$ cat config.mk
export PLATFORM = sky130hd
export DESIGN_NAME = scan_link_arbiter
export DESIGN_NICKNAME = d
export VERILOG_FILES = /design/src/rtl/scan_link_pkg.sv /design/src/rtl/link_bit_timer.sv /design/src/rtl/scan_link_arbiter.sv
export SDC_FILE = /design/constraint.sdc
export NUM_CORES = 1
export LEC_CHECK = 0
export CORE_ASPECT_RATIO = 1.2
export CORE_UTILIZATION = 45
export CTS_CLUSTER_DIAMETER = 50
export DETAILED_ROUTE_END_ITERATION = 8
export PLACE_DENSITY = 0.73
export SETUP_SLACK_MARGIN = 0.3
export SYNTH_ARGS = -nofsm -noshare
export SYNTH_HDL_FRONTEND = slang
export SYNTH_SLANG_ARGS = --single-unit
$ cat constraint.sdc
create_clock -name clk -period 3.6 [get_ports clk]
set_input_delay 0.54 -clock clk [delete_from_list [all_inputs] [get_ports clk]]
set_output_delay 0.54 -clock clk [all_outputs]
set_load 0.02 [all_outputs]
$ cat src/rtl/scan_link_pkg.sv
// rtl/scan_link_pkg.sv - shared types for the scanner-to-scanner link arbiter
package scan_link_pkg;

  localparam int NUM_REQ = 2;

  typedef enum logic [1:0] {
    IDLE  = 2'd0,
    START = 2'd1,
    SHIFT = 2'd2,
    GAP   = 2'd3
  } link_state_e;

  typedef logic [0:0] req_idx_t;

  function automatic logic [NUM_REQ-1:0] idx_onehot(input req_idx_t idx);
    logic [NUM_REQ-1:0] one;
    one = NUM_REQ'(1);
    return one << idx;
  endfunction

  function automatic req_idx_t other_req(input req_idx_t idx);
    return ~idx;
  endfunction

endpackage

$ cat src/rtl/link_bit_timer.sv
// rtl/link_bit_timer.sv - two-phase bit timer: phase 0 presents data, phase 1 raises link clock
module link_bit_timer #(
  parameter int  FRAME_BITS = 8,
  localparam int CW         = $clog2(FRAME_BITS)
) (
  input  logic clk,
  input  logic reset,
  input  logic clear,
  input  logic run,
  input  logic stall,
  output logic phase,
  output logic last_bit
);

  logic          phase_q, phase_d;
  logic [CW-1:0] bit_cnt_q, bit_cnt_d;

  assign phase    = phase_q;
  assign last_bit = (bit_cnt_q == CW'(FRAME_BITS - 1));

  always_comb begin
    phase_d   = phase_q;
    bit_cnt_d = bit_cnt_q;
    if (clear) begin
      phase_d   = 1'b0;
      bit_cnt_d = '0;
    end else if (run) begin
      if (!phase_q) begin
        // a stall only ever holds the data phase; the clock phase always completes
        if (!stall) phase_d = 1'b1;
      end else begin
        phase_d = 1'b0;
        if (!last_bit) bit_cnt_d = bit_cnt_q + CW'(1);
      end
    end else begin
      phase_d = 1'b0;
    end
  end

  always_ff @(posedge clk or negedge reset) begin
    if (!reset) begin
      phase_q   <= 1'b0;
      bit_cnt_q <= '0;
    end else begin
      phase_q   <= phase_d;
      bit_cnt_q <= bit_cnt_d;
    end
  end

endmodule

$ cat src/rtl/scan_link_arbiter.sv
// rtl/scan_link_arbiter.sv - round-robin owner of the serial scan link, one frame per grant
module scan_link_arbiter
  import scan_link_pkg::*;
#(
  parameter int FRAME_BITS = 8,
  parameter int GAP_CYCLES = 4
) (
  input  logic               clk,
  input  logic               reset,
  input  logic [NUM_REQ-1:0] req,
  input  logic [NUM_REQ-1:0] bit_in,
  input  logic               remote_ready,
  output logic [NUM_REQ-1:0] grant,
  output logic [NUM_REQ-1:0] shift_en,
  output logic               link_bit,
  output logic               link_clk,
  output logic               link_start,
  output logic [NUM_REQ-1:0] done,
  output logic               busy,
  output logic [1:0]         state_o
);

  localparam int GW = $clog2(GAP_CYCLES + 1);

  link_state_e        state_q, state_d;
  logic [NUM_REQ-1:0] grant_q, grant_d;
  logic [NUM_REQ-1:0] shift_en_q, shift_en_d;
  logic [NUM_REQ-1:0] done_q, done_d;
  logic               link_start_q, link_start_d;
  logic               busy_q, busy_d;
  req_idx_t           ptr_q, ptr_d;
  logic [GW-1:0]      gap_cnt_q, gap_cnt_d;

  logic     tmr_phase;
  logic     tmr_last;
  req_idx_t owner;
  req_idx_t pick;

  link_bit_timer #(.FRAME_BITS(FRAME_BITS)) u_timer (
    .clk      (clk),
    .reset    (reset),
    .clear    (state_q == START),
    .run      (state_q == SHIFT),
    .stall    (!remote_ready),
    .phase    (tmr_phase),
    .last_bit (tmr_last)
  );

  assign owner = req_idx_t'(grant_q[1]);
  assign pick  = req[ptr_q] ? ptr_q : other_req(ptr_q);

  always_comb begin
    state_d      = state_q;
    grant_d      = grant_q;
    ptr_d        = ptr_q;
    gap_cnt_d    = gap_cnt_q;
    shift_en_d   = '0;
    done_d       = '0;
    link_start_d = 1'b0;
    unique case (state_q)
      IDLE: begin
        if (remote_ready && (req != '0)) begin
          state_d      = START;
          grant_d      = idx_onehot(pick);
          link_start_d = 1'b1;
        end
      end
      START: state_d = SHIFT;
      SHIFT: begin
        // shift_en lines up with the cycle in which link_clk is high
        if (!tmr_phase && remote_ready) begin
          shift_en_d = grant_q;
        end else if (tmr_phase && tmr_last) begin
          done_d    = grant_q;
          state_d   = GAP;
          gap_cnt_d = '0;
        end
      end
      GAP: begin
        if (gap_cnt_q == GW'(GAP_CYCLES - 1)) begin
          state_d   = IDLE;
          grant_d   = '0;
          gap_cnt_d = '0;
          ptr_d     = other_req(owner);
        end else begin
          gap_cnt_d = gap_cnt_q + GW'(1);
        end
      end
    endcase
    busy_d = (state_d != IDLE);
  end

  always_ff @(posedge clk or negedge reset) begin
    if (!reset) begin
      state_q      <= IDLE;
      grant_q      <= '0;
      shift_en_q   <= '0;
      done_q       <= '0;
      link_start_q <= 1'b0;
      busy_q       <= 1'b0;
      ptr_q        <= '0;
      gap_cnt_q    <= '0;
    end else begin
      state_q      <= state_d;
      grant_q      <= grant_d;
      shift_en_q   <= shift_en_d;
      done_q       <= done_d;
      link_start_q <= link_start_d;
      busy_q       <= busy_d;
      ptr_q        <= ptr_d;
      gap_cnt_q    <= gap_cnt_d;
    end
  end

  assign grant      = grant_q;
  assign shift_en   = shift_en_q;
  assign done       = done_q;
  assign link_start = link_start_q;
  assign busy       = busy_q;
  assign state_o    = state_q;
  assign link_clk   = tmr_phase;
  assign link_bit   = (grant_q != '0) ? bit_in[owner] : 1'b0;

endmodule
==> results.ini <==
[global_routing]
grt_usage_pct=16.4
gr-usage-met1_pct=20.0
grt_pass1_wl_um=2570
grt_max_degree=19
gr-max-usage-layer=met2
use_met2_pct=27.9
use_met3_pct=2.56
overflow=0
grt_antenna_before_repair=0
grt_pass1_vias=605

[yosys]
ys_ff_latch=18
yosys_warnings=0
yosys.area_share.simple_pct=14.8
synth-compound-area-share_pct=16.1
yosys-top-cells-area=dfrtp_1 (53%), ha_1 (10%), o21ai_0 (4.7%)
synth_top_family_by_area=compound AO/OA/AOI/OAI gates
synthXorXnorAreaFrac_pct=0
synth_cells=82
synth_adder_area_share_pct=10.3
synth_most_common_cell=dfrtp_1
synth_area_per_cell_um2=10.3
ys_types=25
synth.area.mux_share_pct=1.18
synth_fp_nets=96
synth_area_um2=847
synthFlopType=dfrtp_1
synth-edff-count=0
synth_top_area_share_pct=53.2
synthArstFlopShare_pct=100
synth-seq-area-share_pct=53.2
synth.top_cells.by_count=dfrtp_1 (18), inv_1 (10), o21ai_0 (8)
yosysTopAreaCell=dfrtp_1

[critical_path]
required_ps=3060
cp_common_cell=clkdlybuf4s50_1
cp_cell_sequence=clkdlybuf4s50_1, nand2_1, o21ai_0, clkdlybuf4s50_1
arrival_ps=1820
crit_slowest_cell=clkdlybuf4s50_1
critPathMaxStageDelay_ps=620
setup.worst_path.end_class=output port
worstPathMaxFanout=1
path_class=in -> out
worst_setup_path_start_kind=primary input

[cells_and_area]
fin_area_um2=1090
fin_nets=119
diodes=0
syn_to_final_growth_pct=28.2
drive_above_1_share_pct=6.73
fill_cells=128
fin_util_pct=63.8
final_cells=122

[pwr]
vdd_drop_max_v=0.000399
swShare_pct=37.7
leakagePower_nw=0.512
seqPwrFrac_pct=39.3
p_comb_share_pct=44.4
p_switching_mw=0.282
power_mw=0.749
internal_power_mw=0.467
p_per_area_nw_per_um2=690
pwr-share-clk_pct=16.3

[timing]
slew_viol_final=0
period_needed_ps=2360
rsz0062_at_grt=no
tightestPinTransition_ps=752
setup_viol=0
max_freq_mhz=424
finalCritPeriodShare_pct=65.5
fin_tns_setup_ps=0
relSlewSlack_pct=49.7
hold_viol_final=0
finClkSkew_ps=1.37

[die]
core_area_um2=1700
die_y_um=49.5
die_area_um2=2060
io_pins=19
row_count=16
start_util_pct=49.8
die_w_um=41.6

[route]
vias=659
drc=0
first_pass_iters=4
drtIter0Drc=20
ant_nets=0
totalWireLength_um=1480
vias_per_cell=5.40
wire_per_inst_um=12.1

[clock_tree]
cts_sinks=18
clockBufferDepth=2
clockRootBuffer=clkbuf_4
htreeDepth=1
numCtsBuffers=3
path_clk_slew_ps=100
cts_setup_buffers=0
clock_latency_ps=290
cts_tree=built
hold_buffers=0
ctsResizeCount=0

[run]
max_cap_violations=0

[placed_design]
placed_area_um2=1050
hpwl_um=1130
port_buffers=18
routabilityCongestion=0.737
dp_cells=118

[run_status]
status=finished, final reports clean

[worst_hold_path]
hold_class=reg -> reg

==> worst paths after layout <==
kind / start / end / slack, ps / cells after the start
min in group asynchronous: reset / grant[1] / 680 / 1
setup reg to reg: state_o[0] / busy / 1970 / 6
setup / recovery: bit_in[0] / link_bit / 1240 / 4
max in group asynchronous: reset / state_o[0] / 2450 / 1
hold / removal: gap_cnt_q[0] / gap_cnt_q[0] / 490 / 1
hold reg to reg: gap_cnt_q[0] / gap_cnt_q[0] / 490 / 1
==> cells in the final DEF (no fill, tap or decap) <==
master and instances:
a21oi_1 1, dfrtp_1 18, or2_2 1, nand2_1 7, nor2b_1 1, clkbuf_8 1
o32a_1 1, o21bai_1 1, nand2b_4 1, nor2_1 3, o2111ai_1 1, o21ai_0 8
a31oi_1 2, or2_1 1, clkbuf_4 3, o21ai_1 1, and2_4 1, inv_1 10
clkdlybuf4s50_1 18, nor3_1 3, o211ai_1 1, and2_1 1, ha_1 7, nand3_1 5
o21a_1 1, a21boi_0 1, mux2i_1 1, o22ai_1 4
==> area by class of cell <==
class / count / area [µm²] / area share, %
clock buffer: 4 / 36.3 / 3.34
inverter: 10 / 37.5 / 3.46
multi-input combinational: 54 / 359 / 33.1
sequential: 18 / 450 / 41.5
tap: 18 / 22.5 / 2.07
timing repair buffer: 18 / 180 / 16.6
==> power by group through the flow <==
stage	registers (mW)	clock network [mW]	logic (mW)
floorplan	0.329	0	0.175
global placement	0.297	0	0.326
detailed placement	0.297	0	0.333
CTS	0.294	0.125	0.334
global route	0.301	0.134	0.370
finish	0.294	0.122	0.333
==> sequential cells by signal (all words and copies together) (netlist names) <==
signal and count:
u_timer.phase 1, gap_cnt_q 3, busy 1, ptr_q 1, state_o 2, grant 2, done 2, link_start 1
u_timer.bit_cnt_q 3, shift_en 2
==> cell families (layout without fill, tap and decap cells) <==
group	Yosys count	count (layout)
compound gates	22	22
fa+ha+maj	7	7
buf+inv	10	32
flops	18	18
mux	1	1
simple gates	24	24
==> worst max-delay path, delay by kind of cell <==
kind / cells / cell delay, ps
simple gates: 1 / 50
compound gates: 1 / 140
buf+inv: 2 / 1080
==> per-layer routing <==
layer,part of all wire [%],up-vias
met5,0,-
met4,2.1,0
met3,5.1,5
met2,46,23
met1,47,302
li1,-,329
==> metrics by stage <==
| step | setup WS, ps | hold slack [ps] |
|---|---|---|
| 4_1_cts | 1240 | 496 |
| 5_1_grt | 1200 | 499 |
| 6_report | 1240 | 489 |
| 2_1_floorplan | 2000 | 244 |
| 3_5_place_dp | 1230 | 480 |
| 3_3_place_gp | 1270 | 469 |
(Power assumes the default switching activity.)
